==> config.mk <==
export PLATFORM = sky130hd
export DESIGN_NAME = wishbone_master
export DESIGN_NICKNAME = d
export VERILOG_FILES = /design/src/rtl/wishbone_master.sv
export SDC_FILE = /design/constraint.sdc
export NUM_CORES = 1
export LEC_CHECK = 0
export ABC_AREA = 1
export CELL_PAD_IN_SITES_DETAIL_PLACEMENT = 1
export CELL_PAD_IN_SITES_GLOBAL_PLACEMENT = 2
export CORE_MARGIN = 1.5
export CORE_UTILIZATION = 22
export CTS_BUF_LIST = sky130_fd_sc_hd__clkbuf_8
export DETAILED_ROUTE_END_ITERATION = 12
export GPL_TIMING_DRIVEN = 0
export PLACE_DENSITY = 0.82
export SLEW_MARGIN = 20
export SYNTH_ARGS = -nofsm -noshare
export SYNTH_HDL_FRONTEND = slang
export SYNTH_SLANG_ARGS = --single-unit
export TNS_END_PERCENT = 100
==> constraint.sdc <==
create_clock -name clk -period 1.5 [get_ports clk]
set_input_delay 0.45 -clock clk [delete_from_list [all_inputs] [get_ports clk]]
set_output_delay 0.45 -clock clk [all_outputs]
set_load 0.05 [all_outputs]
==> src/rtl/wishbone_master.sv <==
// Single-beat bus initiator: one strobed bus cycle per user command, with the
// result (read data or timeout error) returned over a valid/ready response port.
module wishbone_master #(
  parameter int ADDR_W  = 8,
  parameter int DATA_W  = 32,
  parameter int TIMEOUT = 16
) (
  input  logic              clk,
  input  logic              rst,
  input  logic              cmd_valid,
  output logic              cmd_ready,
  input  logic              cmd_we,
  input  logic [ADDR_W-1:0] cmd_addr,
  input  logic [DATA_W-1:0] cmd_wdata,
  output logic              rsp_valid,
  input  logic              rsp_ready,
  output logic [DATA_W-1:0] rsp_rdata,
  output logic              rsp_err,
  output logic              strb,
  output logic              we,
  output logic [ADDR_W-1:0] addr,
  output logic [DATA_W-1:0] wdata,
  input  logic [DATA_W-1:0] rdata,
  input  logic              ack
);

  typedef enum logic [1:0] {IDLE, BUS, RESP} state_t;

  localparam logic [7:0] LAST = 8'(TIMEOUT - 1);

  state_t     state, state_nxt;
  logic [7:0] cnt;
  logic       timed_out;

  assign cmd_ready = (state == IDLE) && !rst;
  assign timed_out = (cnt == LAST);

  always_ff @(posedge clk) begin
    if (rst) state <= IDLE;
    else     state <= state_nxt;
  end

  always_comb begin
    state_nxt = state;
    case (state)
      IDLE:    if (cmd_valid)        state_nxt = BUS;
      BUS:     if (ack || timed_out) state_nxt = RESP;
      RESP:    if (rsp_ready)        state_nxt = IDLE;
      default:                       state_nxt = IDLE;
    endcase
  end

  // Bus fields are only loaded on accept, so they hold their last values while idle.
  always_ff @(posedge clk) begin
    if (rst) begin
      strb      <= 1'b0;
      we        <= 1'b0;
      addr      <= '0;
      wdata     <= '0;
      rsp_valid <= 1'b0;
      rsp_rdata <= '0;
      rsp_err   <= 1'b0;
      cnt       <= '0;
    end else begin
      case (state)
        IDLE: begin
          if (cmd_valid) begin
            strb  <= 1'b1;
            we    <= cmd_we;
            addr  <= cmd_addr;
            wdata <= cmd_wdata;
            cnt   <= '0;
          end
        end
        BUS: begin
          // ack takes priority over a timeout landing on the same edge
          if (ack) begin
            strb      <= 1'b0;
            rsp_valid <= 1'b1;
            rsp_err   <= 1'b0;
            rsp_rdata <= we ? '0 : rdata;
          end else if (timed_out) begin
            strb      <= 1'b0;
            rsp_valid <= 1'b1;
            rsp_err   <= 1'b1;
            rsp_rdata <= '0;
          end else begin
            cnt <= cnt + 8'd1;
          end
        end
        RESP: begin
          if (rsp_ready) rsp_valid <= 1'b0;
        end
        default: ;
      endcase
    end
  end

endmodule

==> impl_metrics.yaml, run 1 <==
route:
  drt-total-wl_um: 11800
  ant_nets: 0
  drt-vias-per-instance: 4.19
  via_count: 3680
  first_pass_iters: 4
  drt_iter0_drc: 81
  avgRoutedWirePerCell_um: 13.5
  post-route-drc-count: 0
clocking:
  clk_latency_ns: 0.37
  htreeDepth: 3
  cts_sinks: 86
  clockBufferDepth: 2
  numCtsBuffers: 9
  clock-root-buffer: "clkbuf_8"
  cts.hold.buffers_added: 0
  cts_tree: "done"
  clk_pin_slew_worst_paths_ns: 0.09
logic_synthesis:
  ys_ff_latch: 86
  synth-edff-count: 0
  yosysTopAreaCell: "dfxtp_1"
  async_flop_share: 0
  ys_seq_area_frac: 0.493
  yosysWarnings: 0
  syn-mean-instance-area_um2: 7.08
  synth_cell_type_count: 25
  syn_inst: 493
  yosysMostFrequentCell: "nor2_1"
  syn_area_mm2: 0.00349
  synth_top_cell_area_share: 0.493
  synthTopCellsByArea: "dfxtp_1 49%, nor2_1 14%, nand2_1 9.6%"
  ys.flop_type: "dfxtp_1"
  synth_commonest_cells: "131 x nor2_1, 89 x nand2_1, 86 x dfxtp_1"
  synthesis.nets: 572
timing:
  finalSetupViolations: 1
  slew_headroom: 0.689
  worst_pin_slew_ns: 0.467
  period_share: 1.02
  fin_worst_skew_ns: 0.0109
  hold_viol_final: 0
  fmax_mhz: 652
  tns_ns: -0.0327
  drv_slew: 0
  finalWorstSetupSlack_ns: -0.0327
  period_minus_slack_ns: 1.53
  rsz0062_at_grt: "true"
outcome:
  violations: "setup timing"
  status: "complete, but fails checks"
final_layout:
  drive_gt1_frac: 0.205
  final_util: 0.343
  layout.nets: 742
  area_delta_synth_final_pct: 50.9
  n_antenna_cell: 0
  final_cell_area_mm2: 0.00527
grt:
  grtUsageTotal: 0.143
  grt_pass1_vias: 3767
  antenna_found_initial: 0
  grt_overflow: 0
  grt_max_degree: 14
  grt_pass1_wl_um: 18600
floorplanning:
  die_width_um: 129
  io_pins: 155
  dieArea_mm2: 0.0166
  rows: 45
  coreArea_mm2: 0.0154
  fp.dieH_um: 129
  start_util: 0.227
setup_path:
  r2r_start: "cnt[0]"
  r2r.worst_path.cells: 8
  crit_path_start_kind: "flip-flop"
  path_max_fanout: 3
  worstReg2RegEnd: "rsp_rdata[22]"
  cp-end-kind: "output pin"
  r2r_slack_ns: 0.08
  cp_data_arrival_time_ns: 1.08
  worstSetupPathType: "reg2out"
  required_ns: 1.05
min_path:
  holdPathEnd: "rsp_rdata[1]"
  worstHoldPathType: "reg2reg"
  min_from: "rsp_rdata[1]"
  holdPathStages: 2
power:
  power.total_w: 0.00578
  p_per_area_mw_per_mm2: 1100
  peakVddDrop_v: 0.000456
  p_leak_nw: 2.37
placed_design:
  dp_hpwl_um: 8840
  placed_area_mm2: 0.00532
  portBuffers: 154
  routabilityCongestion: 0.748
run:
  maxCapViolCount: 0
==> kinds of logic (layout without fill, tap and decap cells) <==
family / Yosys count / after routing / synth area share
buf+inv: 75 / 249 / 0.0978
flops: 86 / 86 / 0.493
simple gates: 246 / 246 / 0.281
compound gates: 85 / 85 / 0.124
fa+ha+maj: 1 / 1 / 0.00358
==> cells in the final DEF, fill, tap and decap left out, drive strengths merged <==
cell,instances
nor2,134
buf,98
nand2,93
dfxtp,86
clkdlybuf4s50,75
inv,48
o21ai,44
a21oi,39
clkbuf,23
nand3,11
nand4,3
nor3,3
bufinv,2
clkinv,2
o21bai,2
nand3b,1
or2,1
ha,1
dlygate4sd2,1
==> power breakdown <==
| group | internal, W | switching (W) |
|---|---|---|
| registers | 0.00243 | 0.0000794 |
| clock network | 0.000967 | 0.000852 |
| logic | 0.000483 | 0.000970 |
| total | 0.00388 | 0.00190 |
==> critical path, stage by stage, from the launching register on <==
cell	delay, ns
dfxtp_2	0.35
nor3_4	0.17
buf_6	0.19
==> per-stage QoR <==
stage,worst slack [ns],std cells,hold slack (ns)
2_1_floorplan,0.00559,493,0.477
3_3_place_gp,-1.11,858,0.450
3_5_place_dp,-1.10,858,0.455
4_1_cts,-0.0973,876,0.465
5_1_grt,-0.0793,878,0.484
6_report,-0.0327,878,0.464
==> what timing repair did <==
item | CTS | global route
gates resized for setup | 402 | 15
buffers inserted | 3 | 2
cloned | 1 | 0
setup endpoints to repair | 148 | 72
pin swaps | 4 | 5
==> layout make-up <==
cell class	instances	area [um2]
plain buffers	27	184
clock buffers	10	138
clock inverters	5	76.3
fillers	1922	10100
inverters	47	176
multi-input cells	332	1490
flip-flops and latches	86	1730
well taps	211	264
repair buffers	160	1210
==> worst max path at each step <==
stage / start / end / slack, ns / cells after the start
global route: state[0] / cmd_ready / -0.08 / 2
global placement: rst / cmd_ready / -1.11 / 4
CTS: state[1] / cmd_ready / -0.1 / 2
detailed placement: rst / cmd_ready / -1.10 / 4
floorplan: rst / cmd_ready / 0.006 / 2
finish: state[0] / cmd_ready / -0.03 / 2
==> per-layer routing <==
metal  track usage  part of all wire  vias to the layer above
met5             0                 0                        -
met4        0.0555             0.015                        0
met3        0.0632              0.11                       12
met2         0.235              0.44                      133
met1         0.164              0.43                     1672
li1              -                 -                     1863
==> flip-flops by register name, summed over array words and instances, names as in the netlist <==
register / count
addr: 8
rsp_valid: 1
rsp_err: 1
we: 1
state: 2
cnt: 8
strb: 1
rsp_rdata: 32
wdata: 32
Power figures use the tool's default switching activity.
==> run 2, diff against run 1 <==
==> constraint.sdc (replaced) <==
create_clock -name clk -period 1.5 [get_ports clk]
set_input_delay 0.15 -clock clk [delete_from_list [all_inputs] [get_ports clk]]
set_output_delay 0.15 -clock clk [all_outputs]
set_load 0.05 [all_outputs]
==> impl_metrics.yaml, run 2 (synthesized netlist as in run 1, its figures left out) <==
power:
  power_frac_clock: 0.316
  p_sw_frac: 0.328
  peakVddDrop_v: 0.000452
  p_leak_nw: 2.54
  p_per_area_mw_per_mm2: 1050
  power_frac_seq: 0.430
  p_int_w: 0.00392
  p_switching_w: 0.00191
  comb_power_share: 0.254
clocking:
  clk_pin_slew_worst_paths_ns: 0.09
  cts_tree: "done"
  clock-root-buffer: "clkbuf_8"
  htreeDepth: 3
  clk_latency_ns: 0.36
  cts_sinks: 86
  clockBufferDepth: 2
  numCtsBuffers: 9
setup_path:
  crit_start: "rsp_rdata[2]"
  r2r_start: "state[0]"
  crit_path_start_kind: "flip-flop"
  cpMaxStageDelayCell: "dlygate4sd2_1"
  cp_data_arrival_time_ns: 1.28
  r2r_slack_ns: 0.10
  slowest_delay_ns: 0.55
  r2r.worst_path.cells: 7
  cp_num_cells: 1
  worstSetupPathType: "reg2out"
  path_max_fanout: 2
  cp-end-kind: "output pin"
  crit_buf_inv: 1
  worstReg2RegEnd: "rsp_rdata[4]"
  path_cells: "dlygate4sd2_1"
  required_ns: 1.35
  cp_top_family: "buffers and inverters"
final_layout:
  area_delta_synth_final_pct: 59.5
  layout_commonest_cell: "nor2_1"
  n_antenna_cell: 0
  final_cells: 878
  layout_common_cells: "129 x nor2_1, 88 x nand2_1, 82 x dfxtp_1, 77 x clkdlybuf4s50_1, 74 x dlygate4sd2_1"
  layout.nets: 741
  drive_gt1_frac: 0.102
  largest_registers: "rsp_rdata x32, wdata x32"
min_path:
  holdPathStages: 3
  worstHoldPathType: "in2reg"
  min_from: "cmd_wdata[14]"
  holdPathEnd: "wdata[14]"
timing:
  rsz0062_at_grt: "true"
  drv_slew: 0
  fmax_mhz: 699
  period_share: 0.954
  fin_worst_skew_ns: 0.0115
  tns_ns: 0
  slew_headroom: 0.628
  worst_pin_slew_ns: 0.558
  hold_viol_final: 0
  finalSetupViolations: 0
  period_minus_slack_ns: 1.43
grt:
  grt_max_degree: 15
  grtUsageTotal: 0.142
  grt_pass1_vias: 3862
  grt_pass1_wl_um: 18500
  grt_overflow: 0
  antenna_found_initial: 0
floorplanning:
  start_util: 0.227
  fp.dieH_um: 129
  coreArea_mm2: 0.0154
  rows: 45
  die_width_um: 129
  dieArea_mm2: 0.0166
  io_pins: 155
route:
  top_layer: "met4"
  drt-total-wl_um: 11700
  post-route-drc-count: 0
  route.met3.wl_um: 1080
  avgRoutedWirePerCell_um: 13.3
  wl_met1_um: 5060
  drt-vias-per-instance: 4.16
  ant_nets: 0
  first_pass_iters: 4
  via_count: 3654
  met2_length_um: 5350
  drt_iter0_drc: 98
run:
  maxCapViolCount: 0
outcome:
  status: "finished clean"
placed_design:
  portBuffers: 154
  dp_hpwl_um: 8770
  placed_cells: 858
  routabilityCongestion: 0.801
==> run 2: changes by cell type in the layout (fill, tap and decap cells not counted), moves of 6 or more <==
cell,change
dlygate4sd2_1,+73
buf_2,-75
a21oi_2,+6
a21oi_1,-6
==> run 2: how the worst max path moves through the flow <==
stage | slack, ns | to
2_1_floorplan | 0.17 | rsp_rdata[1]
3_3_place_gp | -0.61 | cmd_ready
3_5_place_dp | -0.62 | cmd_ready
4_1_cts | 0.01 | rsp_rdata[16]
5_1_grt | -0.01 | rsp_rdata[19]
6_report | 0.07 | rsp_rdata[2]
==> run 2: worst register-to-register path: stages (launching register included) <==
cell and delay (ns):
dfxtp_1 0.39, inv_2 0.08, nor2_4 0.21, buf_4 0.16, nand2_4 0.09, buf_4 0.20, nand2_1 0.08, a21oi_2 0.05
==> run 2: area by class of cell <==
type / instances / area [um2]
plain buffers: 27 / 180
clock buffers: 10 / 138
clock inverters: 6 / 85.1
fillers: 1892 / 9800
inverters: 47 / 178
multi-input cells: 332 / 1510
flip-flops and latches: 86 / 1730
well taps: 211 / 264
repair buffers: 159 / 1480
==> run 2: routing by layer <==
layer | vias up | track usage
met2 | 113 | 0.238
li1 | 1862 | -
met5 | - | 0
met3 | 14 | 0.0570
met4 | 0 | 0.0516
met1 | 1665 | 0.162
==> run 2: what timing repair did <==
action                                  CTS  global route
endpoints found under the setup margin  132            75
hold buffers                              0             0
resized for setup                        92            26
pin swaps                                 3             1
gates cloned                              0             0
buffers inserted                          1             4
hold endpoints to repair                  0             0
==> run 2: through the flow <==
stage                     worst slack, ns  utilization  hold slack, ns  area, um2  total power, W
after detailed placement           -0.620        0.345           0.456       5300         0.00412
after global routing              -0.0126        0.362           0.390       5570         0.00617
after global placement             -0.611        0.345           0.448       5300         0.00409
final                              0.0693        0.362           0.390       5570         0.00584
after floorplan                     0.169            -           0.298       3500         0.00348
after CTS                         0.00956        0.355           0.370       5460         0.00592
==> run 2: power groups by stage <==
stage / logic (W) / registers, W / clock network, W
finish: 0.00148 / 0.00251 / 0.00185
global route: 0.00160 / 0.00253 / 0.00204
CTS: 0.00148 / 0.00251 / 0.00194
detailed placement: 0.00156 / 0.00257 / 0
global placement: 0.00153 / 0.00256 / 0
floorplan: 0.000441 / 0.00304 / 0
==> run 3, diff against run 2 <==
--- a/config.mk
+++ b/config.mk
@@ -5,15 +5,16 @@
 export SDC_FILE = /design/constraint.sdc
 export NUM_CORES = 1
 export LEC_CHECK = 0
-export ABC_AREA = 1
+export ABC_AREA = 0
 export CELL_PAD_IN_SITES_DETAIL_PLACEMENT = 1
 export CELL_PAD_IN_SITES_GLOBAL_PLACEMENT = 2
 export CORE_MARGIN = 1.5
-export CORE_UTILIZATION = 22
+export CORE_UTILIZATION = 24
 export CTS_BUF_LIST = sky130_fd_sc_hd__clkbuf_8
 export DETAILED_ROUTE_END_ITERATION = 12
+export GPL_ROUTABILITY_DRIVEN = 0
 export GPL_TIMING_DRIVEN = 0
-export PLACE_DENSITY = 0.82
+export PLACE_DENSITY = 0.84
 export SLEW_MARGIN = 20
 export SYNTH_ARGS = -nofsm -noshare
 export SYNTH_HDL_FRONTEND = slang
==> impl_metrics.yaml, run 3 <==
outcome:
  status: "complete, but fails checks"
  violations: "setup timing"
grt:
  grt_overflow: 0
  grt_max_degree: 14
  grtUsageTotal: 0.150
  antenna_found_initial: 0
  grt_pass1_wl_um: 17400
  grt_pass1_vias: 3467
min_path:
  holdPathEnd: "rsp_rdata[2]"
  worstHoldPathType: "in2reg"
  min_from: "rst"
  holdPathStages: 3
floorplanning:
  fp.dieH_um: 122
  rows: 43
  coreArea_mm2: 0.0139
  start_util: 0.247
  io_pins: 155
  die_width_um: 122
  dieArea_mm2: 0.0150
setup_path:
  cp-end-kind: "flip-flop"
  r2r_slack_ns: -0.11
  cp_data_arrival_time_ns: 1.88
  worstSetupPathType: "reg2reg"
  worstReg2RegEnd: "rsp_rdata[7]"
  r2r_start: "cnt[7]"
  path_max_fanout: 9
  r2r.worst_path.cells: 6
  crit_path_start_kind: "flip-flop"
  required_ns: 1.76
final_layout:
  area_delta_synth_final_pct: 60.7
  nFillCells: 1637
  layout_common_cells: "117 x nand2_1, 79 x dfxtp_1, 76 x clkdlybuf4s50_1, 72 x dlygate4sd2_1, 45 x a21oi_1"
  layout.nets: 641
  drive_gt1_frac: 0.122
  n_antenna_cell: 0
  largest_registers: "rsp_rdata x32, wdata x32"
  layout_commonest_cell: "nand2_1"
clocking:
  clk_pin_slew_worst_paths_ns: 0.09
  htreeDepth: 3
  numCtsBuffers: 9
  clockBufferDepth: 2
  cts.hold.buffers_added: 0
  clock-root-buffer: "clkbuf_8"
  cts_tree: "done"
  cts_sinks: 86
  clk_latency_ns: 0.37
timing:
  slew_headroom: 0.640
  period_share: 1.07
  period_minus_slack_ns: 1.61
  finalSetupViolations: 36
  hold_viol_final: 0
  tns_ns: -3.05
  drv_slew: 0
  worst_pin_slew_ns: 0.540
  fin_worst_skew_ns: 0.0112
  fmax_mhz: 620
  rsz0062_at_grt: "true"
  finalWorstSetupSlack_ns: -0.112
route:
  drt-vias-per-instance: 4.45
  drt-total-wl_um: 10900
  drt_iter0_drc: 72
  first_pass_iters: 4
  avgRoutedWirePerCell_um: 14.5
  post-route-drc-count: 0
  via_count: 3324
  ant_nets: 0
power:
  p_switching_w: 0.00157
  power_frac_seq: 0.474
  power_frac_clock: 0.309
  power.total_w: 0.00514
  p_int_w: 0.00357
  p_per_area_mw_per_mm2: 935
  p_sw_frac: 0.305
  peakVddDrop_v: 0.000512
  comb_power_share: 0.217
  p_leak_nw: 2.50
logic_synthesis:
  synth_xor_area_frac: 0.00768
  yosysMostFrequentCell: "nand2_1"
  synth_commonest_cells: "117 x nand2_1, 86 x dfxtp_1, 49 x a21oi_1"
  ys_ff_latch: 86
  synthTopCellsByArea: "dfxtp_1 50%, nand2_1 13%, mux2i_1 9.4%"
  yosysTopAreaCell: "dfxtp_1"
  synthAdderAreaFrac: 0.00366
  ys.flop_type: "dfxtp_1"
  syn_area_mm2: 0.00342
  synth_top_family_by_area: "simple AND/OR/NAND/NOR gates"
  synthSimpleGateAreaFrac: 0.248
  synth-edff-count: 0
  synth_top_cell_area_share: 0.503
  ys_seq_area_frac: 0.503
  synth_mux_area_frac: 0.0936
  yosysWarnings: 0
  synthesis.nets: 471
  synth-compound-area-share: 0.0947
  syn_inst: 392
  synth_cell_type_count: 38
  syn-mean-instance-area_um2: 8.73
  async_flop_share: 0
placed_design:
  dp_hpwl_um: 8020
  portBuffers: 153
run:
  maxCapViolCount: 0
## run 3: layout make-up
class / instances / area (um2) / area share
Sequential cell: 86 / 1730 / 0.315
Multi-Input combinational cell: 277 / 1610 / 0.292
Timing Repair Buffer: 162 / 1560 / 0.283
Tap cell: 180 / 225 / 0.0410
Buffer: 26 / 191 / 0.0348
Clock buffer: 9 / 124 / 0.0225
Clock inverter: 7 / 58.8 / 0.0107
## run 3: power groups by stage
stage	registers [W]	clock network (W)	logic, W
floorplan	0.00282	0	0.000309
global placement	0.00249	0	0.00112
detailed placement	0.00250	0	0.00114
CTS	0.00244	0.00167	0.00111
global route	0.00245	0.00178	0.00119
finish	0.00244	0.00159	0.00112
## run 3: repair_timing
action,in CTS,in global routing
pin swaps,8,1
setup buffers,5,1
endpoints found under the setup margin,157,85
resized for setup,112,29
cloned,1,2
## run 3: how the worst max path moves through the flow
stage | slack, ns | end | from
2_1_floorplan | -0.11 | rsp_rdata[23] | cnt[4]
3_5_place_dp | -0.81 | cmd_ready | rst
6_report | -0.11 | rsp_rdata[7] | cnt[7]
5_1_grt | -0.16 | rsp_rdata[6] | cnt[5]
3_3_place_gp | -0.78 | cmd_ready | rst
4_1_cts | -0.10 | rsp_rdata[15] | cnt[7]
## run 3: cells by family after synthesis
group,Yosys count
AOI/OAI and AO/OA,60
xor gates and xnor gates,3
adders and majority gates,1
buffers and inverters,29
DFF,86
muxes,32
and+or+nand+nor,181
## run 3: worst max-delay path: stages, from the launching register on
cell and delay [ns]:
dfxtp_2 0.33, or4_4 0.55, nor2_4 0.11, o21ai_2 0.07, buf_12 0.17, clkbuf_16 0.16, mux2i_1 0.11
## run 3: routing by layer
metal | track usage | part of all wire | vias to the layer above
li1 | - | - | 1636
met1 | 0.176 | 0.43 | 1567
met2 | 0.250 | 0.47 | 111
met3 | 0.0664 | 0.088 | 10
met4 | 0.0371 | 0.0091 | 0
met5 | 0 | 0 | -
## run 3: per-stage QoR
stage | area (um2) | utilization | cells | setup slack [ns] | hold slack (ns)
after floorplan | 3430 | - | 392 | -0.114 | 0.286
final | 5500 | 0.396 | 747 | -0.112 | 0.214
after detailed placement | 5180 | 0.373 | 725 | -0.811 | 0.450
after CTS | 5400 | 0.389 | 744 | -0.101 | 0.192
after global placement | 5180 | 0.373 | 725 | -0.782 | 0.441
after global routing | 5500 | 0.396 | 747 | -0.163 | 0.219
